File: config.mk
export PLATFORM = sky130hd
export DESIGN_NAME = nibble_serial_add16_flat
export DESIGN_NICKNAME = d
export VERILOG_FILES = /design/src/rtl/nibble_serial_add16_if.sv /design/src/rtl/nibble_serial_add16.sv /design/src/flat_wrapper.sv
export SDC_FILE = /design/constraint.sdc
export NUM_CORES = 1
export LEC_CHECK = 0
export BUFFER_PORTS_ARGS = -buffer_cell sky130_fd_sc_hd__buf_2
export CORE_MARGIN = 5
export CORE_UTILIZATION = 30
export CTS_CLUSTER_DIAMETER = 40
export DETAILED_ROUTE_END_ITERATION = 7
export MAX_ROUTING_LAYER = met4
export PLACE_DENSITY = 0.54
export REMOVE_ABC_BUFFERS = 1
export SYNTH_ARGS = -nofsm -noshare
export SYNTH_HDL_FRONTEND = slang
export SYNTH_SLANG_ARGS = --single-unit
File: constraint.sdc
create_clock -name clk -period 2.6 [get_ports clk]
set_clock_uncertainty 0.1 [all_clocks]
set_input_delay 0.52 -clock clk [delete_from_list [all_inputs] [get_ports clk]]
set_output_delay 0.52 -clock clk [all_outputs]
set_load 0.01 [all_outputs]
File: src/rtl/nibble_serial_add16_if.sv
// Operand/result bundle for the nibble-serial 16-bit adder.
// The master drives operands and start; the slave returns status and results.
interface nibble_serial_add16_if;
    logic        start;
    logic        sub;
    logic [15:0] a;
    logic [15:0] b;
    logic        busy;
    logic        done;
    logic [15:0] sum;
    logic        cout;
    logic        ovf;
    logic        zero;
    logic        neg;

    modport master (
        output start, sub, a, b,
        input  busy, done, sum, cout, ovf, zero, neg
    );

    modport slave (
        input  start, sub, a, b,
        output busy, done, sum, cout, ovf, zero, neg
    );
endinterface

File: src/rtl/nibble_serial_add16.sv
// 16-bit add/subtract sequenced through one 4-bit adder, LS nibble first.
// Four cycles from accept to done; result and flags only change on completion.
module nibble_serial_add16 (
    input logic                  clk,
    input logic                  rst_n,
    nibble_serial_add16_if.slave bus
);

    typedef enum logic [1:0] {StIdle, StAdd, StDone} state_e;

    state_e      state_q, state_d;
    logic [1:0]  idx_q, idx_d;
    logic        c_q, c_d;
    logic [15:0] ra_q, ra_d;
    logic [15:0] rb_q, rb_d;
    logic [15:0] p_q, p_d;
    logic [15:0] sum_q, sum_d;
    logic        cout_q, cout_d;
    logic        ovf_q, ovf_d;
    logic        zero_q, zero_d;
    logic        neg_q, neg_d;

    logic [3:0]  nib_a, nib_b;
    logic [4:0]  nib_res;
    logic [15:0] final_sum;

    // The shared nibble adder: current operand nibbles plus registered carry.
    assign nib_a     = ra_q[{idx_q, 2'b00} +: 4];
    assign nib_b     = rb_q[{idx_q, 2'b00} +: 4];
    assign nib_res   = {1'b0, nib_a} + {1'b0, nib_b} + {4'b0000, c_q};
    assign final_sum = {nib_res[3:0], p_q[11:0]};

    always_comb begin
        state_d = state_q;
        idx_d   = idx_q;
        c_d     = c_q;
        ra_d    = ra_q;
        rb_d    = rb_q;
        p_d     = p_q;
        sum_d   = sum_q;
        cout_d  = cout_q;
        ovf_d   = ovf_q;
        zero_d  = zero_q;
        neg_d   = neg_q;

        unique case (state_q)
            StIdle, StDone: begin
                if (bus.start) begin
                    // Subtraction is a + ~b + 1, with the +1 entering as carry-in.
                    ra_d    = bus.a;
                    rb_d    = bus.sub ? ~bus.b : bus.b;
                    c_d     = bus.sub;
                    idx_d   = 2'd0;
                    p_d     = 16'h0000;
                    state_d = StAdd;
                end else begin
                    state_d = StIdle;
                end
            end
            StAdd: begin
                p_d[{idx_q, 2'b00} +: 4] = nib_res[3:0];
                c_d   = nib_res[4];
                idx_d = idx_q + 2'd1;
                if (idx_q == 2'd3) begin
                    sum_d   = final_sum;
                    cout_d  = nib_res[4];
                    ovf_d   = (ra_q[15] == rb_q[15]) && (nib_res[3] != ra_q[15]);
                    zero_d  = (final_sum == 16'h0000);
                    neg_d   = nib_res[3];
                    state_d = StDone;
                end
            end
            default: state_d = StIdle;
        endcase
    end

    always_ff @(posedge clk or negedge rst_n) begin
        if (!rst_n) begin
            state_q <= StIdle;
            idx_q   <= 2'd0;
            c_q     <= 1'b0;
            ra_q    <= 16'h0000;
            rb_q    <= 16'h0000;
            p_q     <= 16'h0000;
            sum_q   <= 16'h0000;
            cout_q  <= 1'b0;
            ovf_q   <= 1'b0;
            zero_q  <= 1'b0;
            neg_q   <= 1'b0;
        end else begin
            state_q <= state_d;
            idx_q   <= idx_d;
            c_q     <= c_d;
            ra_q    <= ra_d;
            rb_q    <= rb_d;
            p_q     <= p_d;
            sum_q   <= sum_d;
            cout_q  <= cout_d;
            ovf_q   <= ovf_d;
            zero_q  <= zero_d;
            neg_q   <= neg_d;
        end
    end

    assign bus.busy = (state_q == StAdd);
    assign bus.done = (state_q == StDone);
    assign bus.sum  = sum_q;
    assign bus.cout = cout_q;
    assign bus.ovf  = ovf_q;
    assign bus.zero = zero_q;
    assign bus.neg  = neg_q;

endmodule
File: src/flat_wrapper.sv
// flat-port wrapper written by rule: the top's interface ports become plain ports
module nibble_serial_add16_flat 
  (clk, rst_n, bus_start, bus_sub, bus_a, bus_b, bus_busy, bus_done, bus_sum, bus_cout, bus_ovf, bus_zero, bus_neg);
  nibble_serial_add16_if bus_i ();
  input logic clk;
  input logic rst_n;
  input wire logic [$bits(bus_i.start)-1:0] bus_start;
  input wire logic [$bits(bus_i.sub)-1:0] bus_sub;
  input wire logic [$bits(bus_i.a)-1:0] bus_a;
  input wire logic [$bits(bus_i.b)-1:0] bus_b;
  output wire logic [$bits(bus_i.busy)-1:0] bus_busy;
  output wire logic [$bits(bus_i.done)-1:0] bus_done;
  output wire logic [$bits(bus_i.sum)-1:0] bus_sum;
  output wire logic [$bits(bus_i.cout)-1:0] bus_cout;
  output wire logic [$bits(bus_i.ovf)-1:0] bus_ovf;
  output wire logic [$bits(bus_i.zero)-1:0] bus_zero;
  output wire logic [$bits(bus_i.neg)-1:0] bus_neg;
  assign bus_i.start = bus_start;
  assign bus_i.sub = bus_sub;
  assign bus_i.a = bus_a;
  assign bus_i.b = bus_b;
  assign bus_busy = bus_i.busy;
  assign bus_done = bus_i.done;
  assign bus_sum = bus_i.sum;
  assign bus_cout = bus_i.cout;
  assign bus_ovf = bus_i.ovf;
  assign bus_zero = bus_i.zero;
  assign bus_neg = bus_i.neg;
  nibble_serial_add16 u_core (.clk(clk), .rst_n(rst_n), .bus(bus_i));
endmodule
==> flow_metrics.tcl, run 1 <==
set metrics [dict create \
    criticalPathCategory "reg2reg" \
    p_int_mw 3.33 \
    post-route-period-util 0.942 \
    worst_ep_required_time_ns 2.76 \
    gp_congestion 0.748 \
    power_frac_comb 0.486 \
    dp_cells 468 \
    p_sw_frac 0.390 \
    crit_top_cell "inv_1" \
    clockBufferDepth 2 \
    die-area_um2 12700 \
    die_w_um 113 \
    grt_max_degree 50 \
    grt_pass1_vias 2329 \
    io_pins 58 \
    cellLeakagePower_nw 1.93 \
    fillerInstances 1057 \
    grt_pass1_wl_um 11600 \
    ant_nets 0 \
    numClockSinks 68 \
    synthDistinctLibCells 38 \
    ys_ff_latch 68 \
    slowest_stage "mux4_2" \
    status "completed" \
    synth_edf_count 0 \
    drt_first_iter_violations 69 \
    die_h_um 113 \
    syn_to_final_growth_pct 22.0 \
    drive_gt1_frac 0.335 \
    antenna_cells 0 \
    clkPwrFrac 0.175 \
    start_util 0.306 \
    multi_input_area_um2 1370 \
    cts_tree "built" \
    max_freq_mhz 408 \
    dp_hpwl_um 5130 \
    regArea_um2 1700 \
    irDropWorstVdd_mv 0.564 \
    power_density_nw_per_um2 1410 \
    hold_viol_final 0 \
    dr_total_vias 2216 \
    cp_max_fo 4 \
    power.switching_mw 2.13 \
    async_reset_ff_frac 1.00 \
    wl_per_cell_um 14.0 \
    max_slew_margin 0.673 \
    synthCells 279 \
    synth_top_area_frac 0.538 \
    critPathTopFamily "adder cells" \
    grt_util_all_layers 0.118 \
    fin_total_pwr_mw 5.46 \
    power.share.sequential 0.339 \
    cp_data_arrival_time_ns 2.60 \
    htreeDepth 3 \
    nNetsFinal 389 \
    vias_per_cell 4.57 \
    firstDrtPassIters 4 \
    synth.avg_cell_area_um2 11.3 \
    post_cts_buffers 0 \
    clock_latency_ns 0.34 \
    crit_path_end_kind "flip-flop" \
    min_path_type "in2reg" \
    yosys-top-cells-area "dfrtp_1 54%, nand2_1 8.2%, mux4_2 5.7%, mux2_2 5.0%, xnor2_1 5.0%" \
    wirelength_um 6800 \
    overflow 0 \
    netlist_area_um2 3160 \
    antenna_found_initial 0 \
    ys.flop_type "dfrtp_1" \
    critPathMaxStageDelay_ns 0.53 \
    drv_cap 0 \
    crit_chain "mux4_2 -> fa_2 -> inv_1 -> fa_1 -> inv_1 -> nor4_2 -> nand4_1 -> o31ai_2" \
    cts_buffers 9 \
    remaining_drc_errors 0 \
    finalSetupViolCount 0 \
    final_cell_count_no_fill 485 \
    worstSetupStartpointType "flip-flop" \
    path_clk_slew_ns 0.07 \
    yosysTopAreaCell "dfrtp_1" \
    critical_path_buf_inv_count 2 \
    layout_min_cycle_time_ns 2.45 \
    portBuffers 57 \
    ys_seq_area_frac 0.538 \
    rsz0062_at_grt "no" \
    slew_viol_final 0 \
    tns_ns 0 \
    worst_pin_slew_ns 0.488 \
    yosys_warnings 0 \
    row_count 37 \
    cts-root-buf "clkbuf_8" \
    core_um2 10300 \
]
## stage by stage
stage	hold slack (ns)	area, um2	setup slack (ns)	utilization
5_1_grt	0.258	3860	0.00243	0.374
3_5_place_dp	0.341	3610	0.00485	0.350
3_3_place_gp	0.351	3610	0.106	0.350
4_1_cts	0.261	3850	0.00203	0.373
6_report	0.273	3860	0.152	0.374
2_1_floorplan	0.124	3080	-0.124	-
## cells in the mapped netlist (2+ instances only)
| library cell | count |
|---|---|
| xnor2_1 | 18 |
| o21ai_0 | 22 |
| buf_6 | 2 |
| ha_1 | 7 |
| nand2_1 | 69 |
| and3_1 | 2 |
| buf_2 | 6 |
| inv_1 | 8 |
| fa_1 | 2 |
| a21oi_1 | 3 |
| mux4_2 | 8 |
| nand3_1 | 3 |
| nor2b_1 | 5 |
| mux2_2 | 14 |
| clkbuf_1 | 5 |
| nor4_1 | 2 |
| a22o_1 | 12 |
| nor2_1 | 3 |
| a21o_1 | 2 |
| dfrtp_1 | 68 |
## what timing repair did
item / 4_1_cts / 5_1_grt
endpoints found under the hold margin: 14 / 0
gates resized for setup: 1 / 3
setup endpoints to repair: 1 / 9
hold buffers: 1 / 0
## worst register-to-register path, cell delays in order (launching register included)
cell	delay [ns]
dfrtp_2	0.41
mux4_2	0.53
fa_2	0.38
inv_1	0.07
fa_1	0.19
inv_1	0.08
nor4_2	0.26
nand4_1	0.14
o31ai_2	0.19
## logic make-up after synthesis
family,after synthesis,share of synthesized area
simple gates,93,0.132
flops,68,0.538
compound gates,45,0.0949
buf+inv,23,0.0356
mux,22,0.107
xor+xnor,19,0.0526
fa+ha+maj,9,0.0403
## area by class of cell
cell class,count,share of cell area
Sequential cell,68,0.441
Multi-Input combinational cell,188,0.354
Timing Repair Buffer,68,0.0960
Tap cell,136,0.0441
Clock buffer,11,0.0366
Clock inverter,5,0.0195
Inverter,9,0.00875
## power groups by stage
stage	registers [mW]	clock network, mW	logic, mW
2_1_floorplan	1.86	0	1.69
3_5_place_dp	1.87	0	2.60
3_3_place_gp	1.87	0	2.54
4_1_cts	1.86	0.979	2.65
6_report	1.85	0.958	2.65
5_1_grt	1.92	1.03	2.97
## final timing paths
check / cells past startpoint / slack [ns] / endpoint / startpoint
min in group asynchronous: 2 / 0.52 / u_core.bus.sum[12] / rst_n
max in group asynchronous: 3 / 1.14 / u_core.bus.ovf / rst_n
max: 8 / 0.15 / u_core.bus.zero / u_core.idx_q[0]
max reg2reg: 8 / 0.15 / u_core.bus.zero / u_core.idx_q[0]
min reg2reg: 2 / 0.38 / u_core.bus.ovf / u_core.bus.ovf
min: 3 / 0.27 / u_core.ra_q[2] / bus_a[2]
## flip-flops by register name (all words and copies together) (netlist names)
register         flops
u_core.c_q           1
u_core.bus.zero      1
u_core.p_q          12
u_core.bus.ovf       1
u_core.idx_q         2
u_core.ra_q         16
u_core.rb_q         16
u_core.bus.cout      1
u_core.state_q       2
u_core.bus.sum      16
## cell usage in the layout (no fill, tap or decap), types with 3 or more instances in the layout
| master | Yosys | final |
|---|---|---|
| nor2b_1 | 5 | 5 |
| mux2_2 | 14 | 14 |
| ha_1 | 7 | 7 |
| nor2_1 | 3 | 3 |
| nand3_1 | 3 | 3 |
| nand2_1 | 69 | 69 |
| xnor2_1 | 18 | 17 |
| inv_1 | 8 | 8 |
| clkbuf_8 | 0 | 10 |
| dfrtp_1 | 68 | 67 |
| buf_2 | 6 | 57 |
| mux4_2 | 8 | 8 |
| o21ai_0 | 22 | 22 |
| clkinv_2 | 0 | 3 |
| a21oi_1 | 3 | 3 |
| buf_4 | 1 | 10 |
| a22o_1 | 12 | 12 |
## layer usage
layer | up-vias | share of wire | track usage
met4 | 0 | 0.016 | 0.0401
met3 | 13 | 0.052 | 0.0367
met2 | 51 | 0.45 | 0.164
li1 | 1080 | - | -
met5 | - | 0 | -
met1 | 1072 | 0.48 | 0.162
(Power assumes the default switching activity.)
==> run 2, diff against run 1 <==
--- a/config.mk
+++ b/config.mk
@@ -7,11 +7,11 @@
 export LEC_CHECK = 0
 export BUFFER_PORTS_ARGS = -buffer_cell sky130_fd_sc_hd__buf_2
 export CORE_MARGIN = 5
-export CORE_UTILIZATION = 30
+export CORE_UTILIZATION = 50
 export CTS_CLUSTER_DIAMETER = 40
 export DETAILED_ROUTE_END_ITERATION = 7
 export MAX_ROUTING_LAYER = met4
-export PLACE_DENSITY = 0.54
+export PLACE_DENSITY = 0.8
 export REMOVE_ABC_BUFFERS = 1
 export SYNTH_ARGS = -nofsm -noshare
 export SYNTH_HDL_FRONTEND = slang
==> run 2 against run 1 <==
Power decreased by 3.7%. Worst setup slack improved by 0.0065 ns. Count of clock-buffer cells in the layout decreased by 2. Routed wire length decreased by 6.6%. Register-to-register slack about the same. Hold slack got worse by 0.011 ns. Clock power decreased by 11%. Combinational power decreased by 4%. Highest routed layer unchanged.
==> flow_metrics.tcl, run 2 (same netlist as run 1, synthesis figures left out) <==
set metrics [dict create \
    status "completed" \
    drive_gt1_frac 0.332 \
    overflow 0 \
    die_w_um 89.5 \
    final_cell_mix "69 x nand2_1, 67 x dfrtp_1, 57 x buf_2" \
    cp_max_fo 4 \
    cp_data_arrival_time_ns 2.61 \
    power_density_nw_per_um2 1410 \
    critPathMaxStageDelay_ns 0.54 \
    portBuffers 57 \
    power_frac_comb 0.484 \
    rsz0062_at_grt "no" \
    antenna_found_initial 0 \
    final_common_cell "nand2_1" \
    antenna_cells 0 \
    r2r_start "u_core.idx_q[0]" \
    start_util 0.507 \
    dr_total_vias 2251 \
    place_ws_ns 0.0510 \
    holdCritStartpoint "bus_a[11]" \
    clkPwrFrac 0.161 \
    worstSetupStartpointType "flip-flop" \
    layout_min_cycle_time_ns 2.44 \
    ant_nets 0 \
    firstDrtPassIters 4 \
    whs_ns 0.261 \
    cts_tree "built" \
    syn_to_final_growth_pct 18.2 \
    wl_per_cell_um 15.0 \
    tns_ns 0 \
    criticalPathCategory "reg2reg" \
    die_h_um 89.5 \
    remaining_drc_errors 0 \
    wirelength_um 6360 \
    htreeDepth 3 \
    fillerInstances 550 \
    power.share.sequential 0.355 \
    drv_cap 0 \
    io_pins 58 \
    nNetsFinal 386 \
    core_um2 6240 \
    clockBufferDepth 2 \
    slew_viol_final 0 \
    die-area_um2 8020 \
    grt_util_all_layers 0.184 \
    layout_setup_ws_ns 0.158 \
    grt_pass1_wl_um 10600 \
    finalSetupViolCount 0 \
    max_freq_mhz 410 \
    slowest_stage "mux4_2" \
    crit_top_cell "inv_1" \
    fin_util 0.599 \
    cts-root-buf "clkbuf_8" \
    drt_first_iter_violations 148 \
    power.switching_mw 2.12 \
    clock_latency_ns 0.35 \
    grt_max_degree 50 \
    post_cts_buffers 0 \
    crit_chain "mux4_2 -> fa_2 -> inv_1 -> fa_1 -> inv_1 -> nor4_2 -> nand4_1 -> o31ai_2" \
    max_slew_margin 0.628 \
    cp-startpoint "u_core.idx_q[0]" \
    grt_pass1_vias 2284 \
    worst_pin_slew_ns 0.556 \
    numClockSinks 68 \
    p_int_mw 3.13 \
    row_count 29 \
    cellLeakagePower_nw 1.90 \
    gp_congestion 0.908 \
    cts_buffers 9 \
    crit_path_end_kind "flip-flop" \
    hold_viol_final 0 \
    final_cell_count_no_fill 423 \
    p_sw_frac 0.404 \
    worst_ep_required_time_ns 2.77 \
    min_path_type "in2reg" \
    dp_hpwl_um 4730 \
    vias_per_cell 5.32 \
    dp_cells 406 \
    irDropWorstVdd_mv 0.705 \
    post-route-period-util 0.939 \
    path_clk_slew_ns 0.08 \
]
-- run 2: changes by cell type in the layout (fill, tap and decap cells not counted), sizes merged --
cell    delta
clkbuf     -2
clkinv     +3
bufinv     -1
buf        -3
-- run 2: area by class of cell --
cell class | count | area, um2 | area share
multi-input combinational | 188 | 1370 | 0.365
inverter | 9 | 33.8 | 0.00904
sequential | 68 | 1700 | 0.456
clock inverter | 7 | 67.6 | 0.0181
tap | 77 | 96.3 | 0.0258
clock buffer | 9 | 124 | 0.0331
timing repair buffer | 65 | 348 | 0.0931
-- run 2: worst paths after layout --
| kind | to | slack [ns] | cells after the start |
|---|---|---|---|
| setup / recovery | u_core.bus.zero | 0.16 | 8 |
| hold / removal | u_core.ra_q[11] | 0.26 | 3 |
| setup reg to reg | u_core.bus.zero | 0.16 | 8 |
| hold reg to reg | u_core.rb_q[14] | 0.39 | 2 |
| max in group asynchronous | u_core.idx_q[0] | 1.22 | 3 |
| min in group asynchronous | u_core.bus.sum[7] | 0.46 | 2 |
-- run 2: metal layers --
| layer | track usage | wire length [um] | share of wire |
|---|---|---|---|
| met5 | - | 0 | 0 |
| met2 | 0.277 | 3000 | 0.47 |
| met3 | 0.0516 | 413 | 0.065 |
| met1 | 0.237 | 2830 | 0.44 |
| met4 | 0.0744 | 116 | 0.018 |
-- run 2: what timing repair did --
action	4_1_cts	5_1_grt
gates resized for setup	0	4
hold buffers	1	0
endpoints found under the setup margin	0	6
endpoints found under the hold margin	11	0
-- run 2: worst max-delay path: cells and delay by family, from the launching register on --
| family | cells | cell delay [ns] |
|---|---|---|
| AO/OA/AOI/OAI | 1 | 0.19 |
| adder cells (fa/ha/maj) | 2 | 0.54 |
| buffers and inverters | 2 | 0.15 |
| flip-flops | 1 | 0.41 |
| multiplexers | 1 | 0.54 |
| AND/OR/NAND/NOR | 2 | 0.41 |
-- run 2: per-stage QoR --
step	power [mW]	area, um2
final	5.25	3740
after global routing	5.67	3740
after CTS	5.19	3720
after detailed placement	4.33	3520
after global placement	4.20	3520
after floorplan	3.55	3080
-- run 2: power groups by stage --
stage,combinational [mW],clock [mW],sequential (mW)
final,2.54,0.848,1.87
after global routing,2.83,0.916,1.92
after CTS,2.46,0.864,1.86
after detailed placement,2.45,0,1.88
after global placement,2.34,0,1.85
after floorplan,1.69,0,1.86
==> run 3, diff against run 2 <==
--- a/config.mk
+++ b/config.mk
@@ -5,13 +5,13 @@
 export SDC_FILE = /design/constraint.sdc
 export NUM_CORES = 1
 export LEC_CHECK = 0
-export BUFFER_PORTS_ARGS = -buffer_cell sky130_fd_sc_hd__buf_2
 export CORE_MARGIN = 5
-export CORE_UTILIZATION = 50
+export CORE_UTILIZATION = 55
 export CTS_CLUSTER_DIAMETER = 40
 export DETAILED_ROUTE_END_ITERATION = 7
+export DONT_BUFFER_PORTS = 1
 export MAX_ROUTING_LAYER = met4
-export PLACE_DENSITY = 0.8
+export PLACE_DENSITY = 0.77
 export REMOVE_ABC_BUFFERS = 1
 export SYNTH_ARGS = -nofsm -noshare
 export SYNTH_HDL_FRONTEND = slang
==> run 3 against run 2 <==
Via count down 11%. Count of clock-buffer cells in the layout up 3. Flip-flop and latch count unchanged. Global-route usage down 0.41 points. Cell area down 6.6%. First-iteration DRC count down 11%. Routed wire length down 7.4%.
==> flow_metrics.tcl, run 3 (same netlist as run 1, synthesis figures left out) <==
set metrics [dict create \
    status "completed" \
    row_count 27 \
    finalSetupViolCount 0 \
    layout_min_cycle_time_ns 2.50 \
    firstDrtPassIters 4 \
    max_freq_mhz 400 \
    cellLeakagePower_nw 1.68 \
    core_um2 5540 \
    cts.repair.resized 0 \
    final_cell_mix "69 x nand2_1, 68 x dfrtp_1, 22 x o21ai_0" \
    portBuffers 0 \
    cp_max_fo 5 \
    r2r_end "u_core.bus.sum[15]" \
    grt_pass1_vias 2151 \
    postLayoutCellArea_um2 3490 \
    cts_tree "built" \
    holdCritStartpoint "bus_a[8]" \
    wl_per_cell_um 16.1 \
    cts_buffers 9 \
    fin_total_pwr_mw 5.22 \
    nNetsFinal 333 \
    r2r_start "u_core.idx_q[0]" \
    grt_max_degree 69 \
    hold_viol_final 0 \
    die-area_um2 7370 \
    remaining_drc_errors 0 \
    vias_per_cell 5.52 \
    power_density_nw_per_um2 1500 \
    rsz0062_at_grt "no" \
    gp_congestion 0.876 \
    grt_pass1_wl_um 10000 \
    die_h_um 85.8 \
    grt_util_all_layers 0.180 \
    final_common_cell "nand2_1" \
    r2r_cells 7 \
    die_w_um 85.8 \
    dp_cells 347 \
    cp_data_arrival_time_ns 2.62 \
    clockBufferDepth 2 \
    post-route-period-util 0.961 \
    drive_gt1_frac 0.195 \
    start_util 0.571 \
    min_path_type "in2reg" \
    final_cell_count_no_fill 365 \
    placed_cell_area_um2 3250 \
    cts-root-buf "clkbuf_8" \
    worst_pin_slew_ns 0.516 \
    drt_first_iter_violations 132 \
    drv_cap 0 \
    overflow 0 \
    syn_to_final_growth_pct 10.3 \
    worst-r2r-setup-slack_ns 0.10 \
    numClockSinks 68 \
    path_clk_slew_ns 0.07 \
    criticalPathCategory "reg2reg" \
    htreeDepth 3 \
    holdPathStages 2 \
    clock_latency_ns 0.35 \
    ant_nets 0 \
    io_pins 58 \
    max_slew_margin 0.655 \
    dp_hpwl_um 4300 \
    wirelength_um 5890 \
    irDropWorstVdd_mv 0.634 \
    antenna_cells 0 \
    slew_viol_final 0 \
    dr_total_vias 2013 \
    antenna_found_initial 0 \
    crit_path_end_kind "flip-flop" \
    worst_ep_required_time_ns 2.72 \
    worstSetupStartpointType "flip-flop" \
    holdPathEnd "u_core.ra_q[8]" \
]
-- run 3: timing repair --
item | in CTS | in global routing
setup buffers | 0 | 0
hold buffers | 2 | 0
hold endpoints to repair | 68 | 0
-- run 3: cell type report --
type,instances,area (um2)
Sequential cell,68,1700
Multi-Input combinational cell,188,1350
Clock buffer,12,155
Timing Repair Buffer,12,113
Clock inverter,4,47.5
Fill cell,459,2050
Tap cell,72,90.1
Inverter,9,33.8
-- run 3: worst max-delay path, cell delays in order, from the launching register on --
cell	delay [ns]
dfrtp_1	0.44
mux4_2	0.55
fa_1	0.42
a21o_1	0.21
a21oi_2	0.16
xnor2_1	0.08
buf_4	0.16
mux2_2	0.26
-- run 3: how the worst max path moves through the flow --
stage | from | endpoint | slack, ns | cells after the start
after global routing | u_core.idx_q[0] | u_core.bus.sum[15] | 0.02 | 8
after detailed placement | u_core.idx_q[0] | u_core.bus.sum[15] | 0.1 | 7
final | u_core.idx_q[0] | u_core.bus.sum[15] | 0.10 | 7
after global placement | u_core.idx_q[0] | u_core.bus.sum[15] | 0.17 | 7
after floorplan | u_core.idx_q[0] | u_core.bus.zero | -0.12 | 8
after CTS | u_core.idx_q[0] | u_core.bus.sum[15] | 0.08 | 7
-- run 3: power by group --
part | switching (mW) | total (mW) | internal (mW)
Clock | 0.380 | 0.872 | 0.492
Combinational | 1.24 | 2.41 | 1.17
Sequential | 0.406 | 1.93 | 1.53
-- run 3: routing by layer --
metal,vias to the layer above,share of wire,GRT usage
met5,-,0,-
met4,0,0.014,0.0590
met3,8,0.062,0.0596
met2,54,0.48,0.281
met1,985,0.44,0.223
li1,966,-,-
-- run 3: per-stage QoR --
step                      hold WS (ns)  utilization  setup TNS [ns]  worst slack (ns)
after CTS                        0.173        0.630               0            0.0849
after detailed placement         0.127        0.586               0            0.0977
final                            0.178        0.630               0             0.101
after global placement           0.127        0.586               0             0.167
after global routing             0.173        0.630               0            0.0186
after floorplan                  0.124            -          -0.272            -0.124
